--- config.mk ---
export PLATFORM = sky130hd
export DESIGN_NAME = median3_stream_filter
export DESIGN_NICKNAME = d
export VERILOG_FILES = /design/src/rtl/median3_stream_filter.sv
export SDC_FILE = /design/constraint.sdc
export NUM_CORES = 1
export LEC_CHECK = 0
export BUFFER_PORTS_ARGS = -buffer_cell sky130_fd_sc_hd__buf_2
export CORE_ASPECT_RATIO = 0.7
export CORE_MARGIN = 4
export CORE_UTILIZATION = 35
export CTS_BUF_LIST = sky130_fd_sc_hd__clkbuf_4
export DETAILED_ROUTE_END_ITERATION = 7
export GPL_ROUTABILITY_DRIVEN = 1
export SYNTH_ARGS = -nofsm -noshare
export SYNTH_HDL_FRONTEND = slang
export SYNTH_SLANG_ARGS = --single-unit
--- constraint.sdc ---
create_clock -name clk -period 11.8 [get_ports clk]
set_input_delay 2.36 -clock clk [delete_from_list [all_inputs] [get_ports clk]]
set_output_delay 2.36 -clock clk [all_outputs]
set_load 0.05 [all_outputs]
--- src/rtl/median3_stream_filter.sv ---
// Streaming median-of-3 filter: sliding window over a valid/ready sample stream, one job of NUM_SAMPLES inputs per start.
// Optional edge replication (first/last sample passed through) when MEDIAN3_STREAM_FILTER_EDGE_REPLICATE_EN is defined.
module median3_stream_filter #(
    parameter int WIDTH       = 32,
    parameter int NUM_SAMPLES = 8533,
    parameter bit SIGNED      = 1'b0
) (
    input  logic             clk,
    input  logic             rst,
    input  logic             start,
    input  logic             in_valid,
    output logic             in_ready,
    input  logic [WIDTH-1:0] in_data,
    output logic             out_valid,
    input  logic             out_ready,
    output logic [WIDTH-1:0] out_data,
    output logic             busy,
    output logic             done
);

    localparam int CNT_W = $clog2(NUM_SAMPLES + 1);
    localparam logic [CNT_W-1:0] CNT_ONE  = CNT_W'(1);
    localparam logic [CNT_W-1:0] LAST_IN  = CNT_W'(NUM_SAMPLES - 1);

    typedef enum logic [2:0] {
        S_IDLE,
        S_FILL,
        S_RUN,
        S_DRAIN,
        S_DONE
    } state_t;

    state_t           state;
    logic [CNT_W-1:0] in_cnt;
    logic [CNT_W-1:0] out_cnt;
    // The oldest window slot is shifted out before it is ever needed: the median on
    // each Accept uses the two newest stored samples plus the incoming one.
    logic [WIDTH-1:0] w1;
    logic [WIDTH-1:0] w2;
    logic             accept;
    logic             emit;

    function automatic logic less(input logic [WIDTH-1:0] a, input logic [WIDTH-1:0] b);
        if (SIGNED) return $signed(a) < $signed(b);
        else        return a < b;
    endfunction

    // median = max(min(a,b), min(max(a,b),c))
    function automatic logic [WIDTH-1:0] med3(input logic [WIDTH-1:0] a,
                                              input logic [WIDTH-1:0] b,
                                              input logic [WIDTH-1:0] c);
        logic [WIDTH-1:0] lo;
        logic [WIDTH-1:0] hi;
        logic [WIDTH-1:0] mid;
        lo  = less(a, b) ? a : b;
        hi  = less(a, b) ? b : a;
        mid = less(hi, c) ? hi : c;
        return less(lo, mid) ? mid : lo;
    endfunction

    assign in_ready = ((state == S_FILL) || (state == S_RUN)) && (!out_valid || out_ready);
    assign accept   = in_valid && in_ready;
    assign emit     = out_valid && out_ready;

    always_ff @(posedge clk) begin
        if (rst) begin
            state     <= S_IDLE;
            in_cnt    <= '0;
            out_cnt   <= '0;
            w1        <= '0;
            w2        <= '0;
            out_valid <= 1'b0;
            out_data  <= '0;
            busy      <= 1'b0;
            done      <= 1'b0;
        end else begin
            // NOTE: these default updates come first; a later non-blocking assignment
            // to the same register in the case below wins, so a new result replaces
            // the one being emitted in the same cycle without a bubble.
            if (emit) begin
                out_valid <= 1'b0;
                out_cnt   <= out_cnt + CNT_ONE;
            end
            if (accept) begin
                w1     <= w2;
                w2     <= in_data;
                in_cnt <= in_cnt + CNT_ONE;
            end

            case (state)
                S_IDLE, S_DONE: begin
                    if (start) begin
                        state   <= S_FILL;
                        in_cnt  <= '0;
                        out_cnt <= '0;
                        w1      <= '0;
                        w2      <= '0;
                        busy    <= 1'b1;
                        done    <= 1'b0;
                    end
                end
                S_FILL: begin
                    if (accept) begin
`ifdef MEDIAN3_STREAM_FILTER_EDGE_REPLICATE_EN
                        if (in_cnt == '0) begin
                            out_data  <= in_data;
                            out_valid <= 1'b1;
                        end
`endif
                        if (in_cnt == CNT_ONE) state <= S_RUN;
                    end
                end
                S_RUN: begin
                    if (accept) begin
                        out_data  <= med3(w1, w2, in_data);
                        out_valid <= 1'b1;
                        if (in_cnt == LAST_IN) state <= S_DRAIN;
                    end
                end
                S_DRAIN: begin
                    if (emit) begin
`ifdef MEDIAN3_STREAM_FILTER_EDGE_REPLICATE_EN
                        // The last sample is replayed as the final output once the last median leaves.
                        if (out_cnt == LAST_IN) begin
                            state <= S_DONE;
                            busy  <= 1'b0;
                            done  <= 1'b1;
                        end else begin
                            out_data  <= w2;
                            out_valid <= 1'b1;
                        end
`else
                        state <= S_DONE;
                        busy  <= 1'b0;
                        done  <= 1'b1;
`endif
                    end
                end
                default: state <= S_IDLE;
            endcase
        end
    end

endmodule

==> Implementation_results.wiki, run 1 <==
{| class="wikitable"
! Metric !! Value
|-
| Share of layout cells above drive strength 1 || 14.2%
|-
| Sinks on the clock net || 116
|-
| Sort of element at the end of the critical path || register
|-
| Cell total after placement || 1364
|-
| Largest cells by area after synthesis || sky130_fd_sc_hd__dfxtp_1, sky130_fd_sc_hd__ha_1, sky130_fd_sc_hd__nand2_1
|-
| Number of cells on the worst reg-to-reg path || 26
|-
| Share of the synthesized area in the top cell type || 28.8%
|-
| Largest net degree at the start of global routing || 71
|-
| Hold Path Class || reg -> reg
|-
| Final number of hold-violating endpoints || 0
|-
| Wire length reported by the detailed router || 23600 um
|-
| Row count || 46
|-
| CTS HTree Levels || 4
|-
| Number of synthesized register bits || 116
|-
| Leakage power || 3.92 nW
|-
| Net count after synthesis || 1164
|-
| Height of the chip || 135 um
|-
| Max clock buf depth || 2
|-
| Antenna cell count || 0
|-
| Area inside the core boundary || 22600 um^2
|-
| Power density over cell area || 111 nW/um^2
|-
| Number of enable flip-flop cells after synthesis || 0
|-
| Area taken by flip-flops and latches || 2320 um^2
|-
| Final setup violating endpoints || 0
|-
| Vias in the first global route || 6898
|-
| Initial antenna violation count || 0
|-
| F_max || 0.121 GHz
|-
| Synthesis-to-finish area growth || 11.6%
|-
| Post-synth cell types || 54
|-
| Slew HR || 40.6%
|-
| Setup repair after global routing missed its margin || false
|-
| Max cap viols || 0
|-
| Chip Width || 189 um
|-
| Worst-margin pin slew || 0.891 ns
|-
| Synth top cells by count || sky130_fd_sc_hd__nand2_1, sky130_fd_sc_hd__dfxtp_1, sky130_fd_sc_hd__a21oi_1
|-
| Proportion of synthesized chip area in sequential cells || 28.8%
|-
| Biggest fanout along the worst timing path || 51
|-
| Clock-pin slew reported for the worst setup and hold paths after clock tree synthesis || 0.13 ns
|-
| Filler instances || 2320
|-
| Buffers inserted during post-CTS setup optimization || 0
|-
| I/O pin count || 73
|-
| Worst min-delay path startpoint || done
|-
| Critical path class || reg -> reg
|-
| Aggregate global routing overflow || 0
|-
| First-pass DRT Iterations || 6
|-
| Die Area || 25500 um^2
|-
| Post-synthesis cell area || 8050 um^2
|-
| Beginning of the worst register-to-register path || w2[23]
|-
| Post-Route Setup TNS || 0 ns
|-
| Crit path time final || 8.27 ns
|-
| Detail Route Antenna Nets || 0
|-
| Total number of vias || 7345
|-
| GRT Total Usage || 18.7%
|-
| Share of the cycle needed by the critical path after routing || 70.1%
|-
| Cell type with the highest aggregate area in the netlist || sky130_fd_sc_hd__dfxtp_1
|-
| Synthesized netlist cell count || 1031
|-
| Number of nets in the layout || 1204
|-
| Main flop type after synthesis || sky130_fd_sc_hd__dfxtp_1
|-
| Global-route wire length before repair || 38000 um
|-
| Most frequently used cell type in the post-synthesis netlist || sky130_fd_sc_hd__nand2_1
|-
| DRC viols || 0
|-
| Wire length per cell || 16.9 um
|-
| Crit path required time || 12.28 ns
|-
| Post-synthesis async set-or-reset flop share || 0%
|-
| Synth warnings || 0
|-
| Area of combinational cells with multiple inputs || 5160 um^2
|-
| Maximum resistive drop on vdd || 0.0584 mV
|-
| Mean cell area of the mapped netlist || 7.81 um^2
|-
| Outcome || finished, final reports clean
|-
| HPWL after DPL || 16900 um
|-
| Root Buffer || sky130_fd_sc_hd__clkbuf_4
|-
| Capturing point of the worst reg2reg path || out_data[24]
|-
| Final weighted congestion in routability-driven placement || 0.838
|-
| Worst hold path depth || 2
|-
| Number of buffers added to fix hold violations after cts || 0
|-
| Number of clock buffers inserted by TritonCTS || 17
|-
| Category of the worst setup path launch point || register
|-
| Max Clock Skew || 0.0208 ns
|-
| Data arrival time of the critical path || 8.75 ns
|-
| Port buffer count || 72
|-
| Detailed router's first-iteration violation count || 619
|-
| WHS Endpoint || done
|-
| Overall power consumption || 1.00 mW
|-
| CTS tree || built
|-
| Via count normalized by instance count || 5.26
|-
| Final Max Tran Viols || 0
|-
| Starting density of the core || 35.6%
|-
| Number of cells in the finished layout apart from fillers || 1396
|-
| Clk_lat worst skew || 0.59 ns
|-
| Post-layout utilization of the core || 39.7%
|-
| Number of gates resized after CTS || 0
|-
| Worst slack on hold paths || 0.463 ns
|-
| Reg-to-reg slack, setup || 3.53 ns
|}
[worst max-delay path, stage by stage (launching register included)]
cell	delay (ns)
sky130_fd_sc_hd__dfxtp_1	0.39
sky130_fd_sc_hd__inv_1	0.07
sky130_fd_sc_hd__ha_1	0.31
sky130_fd_sc_hd__a21oi_1	0.15
sky130_fd_sc_hd__o21ai_0	0.14
sky130_fd_sc_hd__a221oi_1	0.51
sky130_fd_sc_hd__o21ai_0	0.25
sky130_fd_sc_hd__a21oi_4	0.16
sky130_fd_sc_hd__buf_4	0.43
sky130_fd_sc_hd__mux2_2	0.42
sky130_fd_sc_hd__ha_1	0.30
sky130_fd_sc_hd__a21oi_1	0.15
sky130_fd_sc_hd__o221ai_1	0.12
sky130_fd_sc_hd__a221oi_1	0.38
sky130_fd_sc_hd__o22ai_1	0.19
sky130_fd_sc_hd__nor3_1	0.23
sky130_fd_sc_hd__a31o_2	0.54
sky130_fd_sc_hd__buf_4	0.41
sky130_fd_sc_hd__mux2i_1	0.35
sky130_fd_sc_hd__ha_1	0.19
sky130_fd_sc_hd__nand4_1	0.17
sky130_fd_sc_hd__nor4_1	0.60
sky130_fd_sc_hd__or3b_2	0.51
sky130_fd_sc_hd__a21oi_2	0.16
sky130_fd_sc_hd__and2_1	0.43
sky130_fd_sc_hd__buf_4	0.38
sky130_fd_sc_hd__o31ai_1	0.12
[power by group]
group / total [mW] / internal, mW / leakage, nW / switching, mW
sequential: 0.401 / 0.396 / 0.936 / 0.00503
combinational: 0.234 / 0.0640 / 2.81 / 0.170
clock: 0.366 / 0.190 / 0.178 / 0.176
[cells by family after synthesis]
| group | share of synthesized area, % |
|---|---|
| AO/OA/AOI/OAI | 21.1 |
| XOR/XNOR | 1.20 |
| adder cells (fa/ha/maj) | 14.9 |
| buffers and inverters | 7.46 |
| flip-flops | 28.8 |
| multiplexers | 7.18 |
| AND/OR/NAND/NOR | 19.3 |
[how the worst max path moves through the flow]
stage	from	endpoint	slack, ns	cells past startpoint
floorplan	in_data[27]	out_data[10]	5.37	23
global placement	w2[21]	out_data[9]	3.83	26
detailed placement	w2[23]	out_data[6]	3.59	26
CTS	w2[23]	out_data[4]	3.56	26
global route	w2[23]	out_data[16]	2.84	26
finish	w2[23]	out_data[24]	3.53	26
[through the flow]
| stage | cell area, um^2 | setup slack [ns] |
|---|---|---|
| after floorplan | 8050 | 5.37 |
| after global placement | 8640 | 3.83 |
| after detailed placement | 8640 | 3.59 |
| after CTS | 8990 | 3.56 |
| after global routing | 8990 | 2.84 |
| final | 8990 | 3.53 |
[per-layer routing]
| layer | vias up | wire, um | global-route usage (%) | share of wire [%] |
|---|---|---|---|---|
| met5 | - | 0 | 0 | 0 |
| met4 | 0 | 373 | 4.70 | 1.6 |
| met3 | 28 | 1600 | 4.11 | 6.8 |
| met2 | 200 | 8990 | 25.2 | 38 |
| met1 | 3383 | 12700 | 29.5 | 54 |
| li1 | 3734 | - | - | - |
[layout make-up]
class | instances | area share (%)
timing repair buffer | 85 | 5.09
clock buffer | 18 | 1.50
clock inverter | 14 | 2.34
sequential | 116 | 25.8
tap | 312 | 4.34
multi-input combinational | 767 | 57.4
inverter | 84 | 3.51
[sequential cells by signal, indices dropped and copies added, names as in the netlist]
signal and cells:
w2 32, done 1, out_data 32, out_valid 1
busy 1, state 3, w1 32, in_cnt 14
[cells in the final DEF, fill, tap and decap left out, drive strengths merged, types with 2 or more instances in the layout]
| cell | count |
|---|---|
| a211oi | 7 |
| a21o | 11 |
| a21oi | 105 |
| a221oi | 3 |
| a41oi | 33 |
| and2 | 4 |
| and3 | 4 |
| buf | 85 |
| bufinv | 5 |
| clkbuf | 18 |
| clkinv | 6 |
| clkinvlp | 3 |
| dfxtp | 116 |
| ha | 96 |
| inv | 84 |
| mux2 | 22 |
| mux2i | 33 |
| nand2 | 205 |
| nand2b | 6 |
| nand3 | 10 |
| nand4 | 18 |
| nand4b | 2 |
| nor2 | 24 |
| nor2b | 4 |
| nor3 | 13 |
| nor3b | 32 |
| nor4 | 6 |
| o211ai | 3 |
| o21ai | 61 |
| o22ai | 2 |
| o31a | 2 |
| o31ai | 32 |
| or3 | 3 |
| xnor2 | 5 |
| xor2 | 6 |
(Power assumes the default switching activity.)
==> run 2: changes to the inputs <==
- clock period: 11.8 -> 8.3 ns (I/O delays scaled with it)
==> Implementation_results.wiki, run 2 (synthesized netlist as in run 1, its figures left out) <==
{| class="wikitable"
! Metric !! Value
|-
| Outcome || finished, final reports clean (unchanged)
|-
| Number of nets in the layout || 1205 (was 1204)
|-
| Biggest fanout along the worst timing path || 72 (was 51)
|-
| Post-route setup slack || 0.758 ns (was 3.53 ns)
|-
| Critical path class || reg -> reg (unchanged)
|-
| Stage delay of the slowest cell on the critical path || 0.44 ns (was 0.60 ns)
|-
| CTS HTree Levels || 4 (unchanged)
|-
| Internal power component || 0.829 mW (was 0.650 mW)
|-
| Cell repeated most along the worst path || sky130_fd_sc_hd__o21ai_0
|-
| DRC viols || 0 (unchanged)
|-
| GRT Total Usage || 18.3% (was 18.7%)
|-
| Crit path required time || 8.77 ns (was 12.28 ns)
|-
| Height of the chip || 135 um (unchanged)
|-
| Setup repair after global routing missed its margin || false (unchanged)
|-
| Power density over cell area || 145 nW/um^2 (was 111 nW/um^2)
|-
| Share of the cycle needed by the critical path after routing || 90.9% (was 70.1%)
|-
| Maximum resistive drop on vdd || 0.0922 mV (was 0.0584 mV)
|-
| Crit path time final || 7.54 ns (was 8.27 ns)
|-
| Slew HR || 39.8% (was 40.6%)
|-
| Share of total power in sequential cells || 44.2% (was 40.1%)
|-
| Row count || 46 (unchanged)
|-
| Post-Route Setup TNS || 0 ns (unchanged)
|-
| Chip Width || 189 um (unchanged)
|-
| Vias in the first global route || 6690 (was 6898)
|-
| Hold Path Class || reg -> reg (unchanged)
|-
| Final weighted congestion in routability-driven placement || 0.899 (was 0.838)
|-
| HPWL after DPL || 16700 um (was 16900 um)
|-
| Slowest stage cell, crit path || sky130_fd_sc_hd__a221oi_1 (was sky130_fd_sc_hd__nor4_1)
|-
| Detail Route Antenna Nets || 0 (unchanged)
|-
| Total number of vias || 7388 (was 7345)
|-
| Share of layout cells above drive strength 1 || 13.7% (was 14.2%)
|-
| Clock-pin slew reported for the worst setup and hold paths after clock tree synthesis || 0.10 ns (was 0.13 ns)
|-
| Buffers inserted during post-CTS setup optimization || 0 (unchanged)
|-
| Most frequent standard cell in the layout excluding fill and tap cells || sky130_fd_sc_hd__nand2_1 (unchanged)
|-
| Filler instances || 2333 (was 2320)
|-
| Wire length per cell || 16.5 um (was 16.9 um)
|-
| Via count normalized by instance count || 5.30 (was 5.26)
|-
| Max Clock Skew || 0.0242 ns (was 0.0208 ns)
|-
| Final setup violating endpoints || 0 (unchanged)
|-
| Aggregate global routing overflow || 0 (unchanged)
|-
| Area inside the core boundary || 22600 um^2 (unchanged)
|-
| Worst slack on hold paths || 0.462 ns (was 0.463 ns)
|-
| Die Area || 25500 um^2 (unchanged)
|-
| Most used cells in the layout excluding fill and tap cells || sky130_fd_sc_hd__nand2_1, sky130_fd_sc_hd__dfxtp_1, sky130_fd_sc_hd__a21oi_1 (unchanged)
|-
| Final number of hold-violating endpoints || 0 (unchanged)
|-
| Global-route wire length before repair || 37400 um (was 38000 um)
|-
| Timing startpoint of the critical path || w2[19] (was w2[23])
|-
| Final Max Tran Viols || 0 (unchanged)
|-
| Clk_lat worst skew || 0.57 ns (was 0.59 ns)
|-
| Area of combinational cells with multiple inputs || 5170 um^2 (was 5160 um^2)
|-
| First-pass DRT Iterations || 5 (was 6)
|-
| Sort of element at the end of the critical path || register (unchanged)
|-
| Starting density of the core || 35.6% (unchanged)
|-
| Area taken by flip-flops and latches || 2320 um^2 (unchanged)
|-
| Worst Setup Slack post-DPL || 0.606 ns (was 3.59 ns)
|-
| Leakage power || 3.88 nW (was 3.92 nW)
|-
| I/O pin count || 73 (unchanged)
|-
| F_max || 0.133 GHz (was 0.121 GHz)
|-
| Fraction of power consumed by the clock network || 30.0% (was 36.6%)
|-
| Antenna cell count || 0 (unchanged)
|-
| Portion of total power attributed to combinational logic || 25.9% (was 23.4%)
|-
| Data arrival time of the critical path || 8.01 ns (was 8.75 ns)
|-
| CTS tree || built (unchanged)
|-
| Worst-margin pin slew || 0.904 ns (was 0.891 ns)
|-
| Port buffer count || 72 (unchanged)
|-
| Wire length reported by the detailed router || 23000 um (was 23600 um)
|-
| Sinks on the clock net || 116 (unchanged)
|-
| Beginning of the worst register-to-register path || w2[19] (was w2[23])
|-
| Post-layout utilization of the core || 39.4% (was 39.7%)
|-
| Worst min-delay path startpoint || done (unchanged)
|-
| Largest registers || out_data x32, w1 x32, w2 x32 (unchanged)
|-
| Category of the worst setup path launch point || register (unchanged)
|-
| Largest net degree at the start of global routing || 79 (was 71)
|-
| Root Buffer || sky130_fd_sc_hd__clkbuf_4 (unchanged)
|-
| Max clock buf depth || 2 (unchanged)
|-
| Net load switching power || 0.461 mW (was 0.350 mW)
|-
| Synthesis-to-finish area growth || 10.6% (was 11.6%)
|-
| Number of clock buffers inserted by TritonCTS || 17 (unchanged)
|-
| Switching part of the total power || 35.7% (was 35.0%)
|-
| Initial antenna violation count || 0 (unchanged)
|-
| Max cap viols || 0 (unchanged)
|-
| Detailed router's first-iteration violation count || 584 (was 619)
|}
run 2: cell count changes in the layout (fill, tap and decap cells not counted), sizes merged:
cell | previous run | this run
clkinv | 6 | 8
clkinvlp | 3 | 0
buf | 85 | 86
bufinv | 5 | 2
run 2: per-stage QoR:
step,area [um^2],power [mW],std cells
final,8900,1.29,1393
after global routing,8900,1.36,1393
after CTS,8890,1.30,1393
after detailed placement,8660,0.911,1365
after global placement,8660,0.909,1365
after floorplan,8050,0.832,1031
run 2: timing repair:
action | CTS | global route
gates resized for setup | 0 | 3
setup endpoints to repair | 0 | 22
hold buffers | 0 | 0
run 2: path summary, 6_finish.rpt:
check,end,slack (ns),cells past startpoint
setup / recovery,out_data[2],0.76,28
hold / removal,done,0.46,2
setup reg to reg,out_data[2],0.76,28
hold reg to reg,done,0.46,2
run 2: critical path: cells and delay by family (launching register included):
family | cells | cell delay [ns]
AOI/OAI and AO/OA | 11 | 2.90
adders and majority gates | 3 | 0.94
buffers and inverters | 4 | 0.88
DFF | 1 | 0.39
muxes | 1 | 0.39
and+or+nand+nor | 9 | 1.87
run 2: layer usage:
metal,global-route usage (%),wire [um],up-vias
met5,0,0,-
met4,4.30,267,0
met1,29.4,12400,3414
met3,4.21,1540,22
met2,24.1,8740,209
li1,-,-,3743
run 2: final cells by class:
class | count | share of cell area (%)
sequential | 116 | 26.1
timing repair buffer | 86 | 5.37
tap | 312 | 4.38
clock buffer | 18 | 1.52
multi-input combinational | 767 | 58.1
clock inverter | 10 | 1.05
inverter | 84 | 3.54
run 2: power groups by stage:
stage	combinational [mW]	sequential [mW]	clock, mW
2_1_floorplan	0.251	0.581	0
3_3_place_gp	0.327	0.582	0
3_5_place_dp	0.329	0.582	0
4_1_cts	0.330	0.570	0.400
5_1_grt	0.364	0.571	0.426
6_report	0.334	0.570	0.387
==> run 3: changes to the inputs <==
- CORE_ASPECT_RATIO: 0.7 -> 1.4
==> Implementation_results.wiki, run 3 (synthesized netlist as in run 1, its figures left out) <==
{| class="wikitable"
! Metric !! Value
|-
| Post-Route Setup TNS || 0 ns (unchanged)
|-
| Worst-margin pin slew || 0.895 ns (was 0.904 ns)
|-
| Layout Cell Area excl Fill || 9020 um^2 (was 8900 um^2)
|-
| Total number of vias || 7363 (was 7388)
|-
| Wire length per cell || 16.6 um (was 16.5 um)
|-
| DRC viols || 0 (unchanged)
|-
| Detailed router's first-iteration violation count || 396 (was 584)
|-
| Data arrival time of the critical path || 8.17 ns (was 8.01 ns)
|-
| Starting density of the core || 35.6% (about the same)
|-
| HPWL after DPL || 16900 um (was 16700 um)
|-
| Largest registers || out_data x32, w1 x32, w2 x32 (unchanged)
|-
| Synthesis-to-finish area growth || 12.0% (was 10.6%)
|-
| Hold Path Class || reg -> reg (unchanged)
|-
| F_max || 0.129 GHz (was 0.133 GHz)
|-
| Detail Route Antenna Nets || 0 (unchanged)
|-
| Vias in the first global route || 7151 (was 6690)
|-
| Most frequent standard cell in the layout excluding fill and tap cells || sky130_fd_sc_hd__nand2_1 (unchanged)
|-
| Max cap viols || 0 (unchanged)
|-
| Number of nets in the layout || 1205 (unchanged)
|-
| CTS tree || built (unchanged)
|-
| Stage delay of the slowest cell on the critical path || 0.58 ns (was 0.44 ns)
|-
| Reg-to-reg slack, setup || 0.52 ns (was 0.76 ns)
|-
| Largest net degree at the start of global routing || 79 (unchanged)
|-
| Chip Width || 136 um (was 189 um)
|-
| Root Buffer || sky130_fd_sc_hd__clkbuf_4 (unchanged)
|-
| Final setup violating endpoints || 0 (unchanged)
|-
| Max Clock Skew || 0.0223 ns (was 0.0242 ns)
|-
| Crit path required time || 8.69 ns (was 8.77 ns)
|-
| Row count || 65 (was 46)
|-
| Clock-pin slew reported for the worst setup and hold paths after clock tree synthesis || 0.11 ns (was 0.10 ns)
|-
| Leakage power || 3.95 nW (was 3.88 nW)
|-
| Final Max Tran Viols || 0 (unchanged)
|-
| Power density over cell area || 159 nW/um^2 (was 145 nW/um^2)
|-
| Wire length reported by the detailed router || 23000 um (about the same)
|-
| Max clock buf depth || 2 (unchanged)
|-
| Slowest stage cell, crit path || sky130_fd_sc_hd__o31ai_1 (was sky130_fd_sc_hd__a221oi_1)
|-
| Outcome || finished, final reports clean (unchanged)
|-
| Final number of hold-violating endpoints || 0 (unchanged)
|-
| Buffers inserted during post-CTS setup optimization || 0 (unchanged)
|-
| Area inside the core boundary || 22600 um^2 (about the same)
|-
| CTS HTree Levels || 4 (unchanged)
|-
| Crit path time final || 7.78 ns (was 7.54 ns)
|-
| Share of the cycle needed by the critical path after routing || 93.7% (was 90.9%)
|-
| Initial antenna violation count || 1 (was 0)
|-
| Sort of element at the end of the critical path || register (unchanged)
|-
| Die Area || 25500 um^2 (about the same)
|-
| Aggregate global routing overflow || 0 (unchanged)
|-
| Area of combinational cells with multiple inputs || 5160 um^2 (was 5170 um^2)
|-
| Biggest fanout along the worst timing path || 44 (was 72)
|-
| Number of gates resized after CTS || 0 (unchanged)
|-
| Global-route wire length before repair || 36900 um (was 37400 um)
|-
| Slew HR || 40.3% (was 39.8%)
|-
| Maximum resistive drop on vdd || 0.120 mV (was 0.0922 mV)
|-
| Number of cells on the worst reg-to-reg path || 29 (was 28)
|-
| Area taken by flip-flops and latches || 2320 um^2 (unchanged)
|-
| Share of layout cells above drive strength 1 || 14.1% (was 13.7%)
|-
| Most used cells in the layout excluding fill and tap cells || sky130_fd_sc_hd__nand2_1, sky130_fd_sc_hd__dfxtp_1, sky130_fd_sc_hd__a21oi_1 (unchanged)
|-
| Number of clock buffers inserted by TritonCTS || 17 (unchanged)
|-
| Via count normalized by instance count || 5.31 (was 5.30)
|-
| Final weighted congestion in routability-driven placement || 0.845 (was 0.899)
|-
| Worst hold path depth || 2 (unchanged)
|-
| Placement-stage cell area || 8650 um^2 (was 8660 um^2)
|-
| First-pass DRT Iterations || 5 (unchanged)
|-
| Port buffer count || 72 (unchanged)
|-
| Critical path class || reg -> reg (unchanged)
|-
| Filler instances || 2404 (was 2333)
|-
| Category of the worst setup path launch point || register (unchanged)
|-
| Clk_lat worst skew || 0.56 ns (was 0.57 ns)
|-
| Setup repair after global routing missed its margin || false (unchanged)
|-
| Number of buffers added to fix hold violations after cts || 0 (unchanged)
|-
| I/O pin count || 73 (unchanged)
|-
| Sinks on the clock net || 116 (unchanged)
|-
| Height of the chip || 187 um (was 135 um)
|-
| GRT Total Usage || 18.2% (was 18.3%)
|}
[run 3: changes by cell type in the layout (fill, tap and decap cells not counted), sizes merged]
cell	previous run	this run
bufinv	2	6
inv	84	85
diode	0	1
clkinv	8	7
[run 3: area by class of cell]
cell class                      count  share of cell area, %
Multi-Input combinational cell    767                   57.2
Sequential cell                   116                   25.7
Timing Repair Buffer               86                   5.30
Tap cell                          301                   4.17
Inverter                           84                   3.50
Clock inverter                     14                   2.58
Clock buffer                       18                   1.50
Antenna cell                        1                 0.0277
[run 3: stage by stage]
| stage | hold WS [ns] | utilization, % | setup WS, ns | power (mW) | std cells |
|---|---|---|---|---|---|
| 2_1_floorplan | 0.453 | - | 1.97 | 0.832 | 1031 |
| 3_3_place_gp | 0.452 | 38.3 | 0.917 | 0.901 | 1354 |
| 3_5_place_dp | 0.460 | 38.3 | 0.687 | 0.907 | 1354 |
| 4_1_cts | 0.476 | 39.9 | 0.623 | 1.45 | 1386 |
| 5_1_grt | 0.509 | 39.9 | 0.0695 | 1.51 | 1387 |
| 6_report | 0.467 | 39.9 | 0.524 | 1.43 | 1387 |
[run 3: critical path: cells and delay by family (launching register included)]
family / cells / cell delay [ns]
fa+ha+maj: 3 / 0.90
simple gates: 6 / 1.38
mux: 2 / 0.59
flops: 1 / 0.39
buf+inv: 5 / 0.99
compound gates: 13 / 3.35
[run 3: path summary, 6_finish.rpt]
check / start / endpoint
worst min-delay path: done / done
worst min register to register: done / done
worst max register to register: w2[26] / out_data[23]
worst max-delay path: w2[26] / out_data[23]
[run 3: power breakdown]
part	switching, mW	internal [mW]	leakage [nW]	total (mW)
clock	0.236	0.302	0.195	0.538
combinational	0.230	0.0958	2.81	0.325
sequential	0.00708	0.562	0.936	0.570
[run 3: routing by layer]
metal	wire length [um]	track usage [%]	share of wire (%)
met5	0	0	0
met4	608	6.90	2.6
met3	792	3.04	3.4
met2	11900	32.2	52
met1	9680	21.7	42
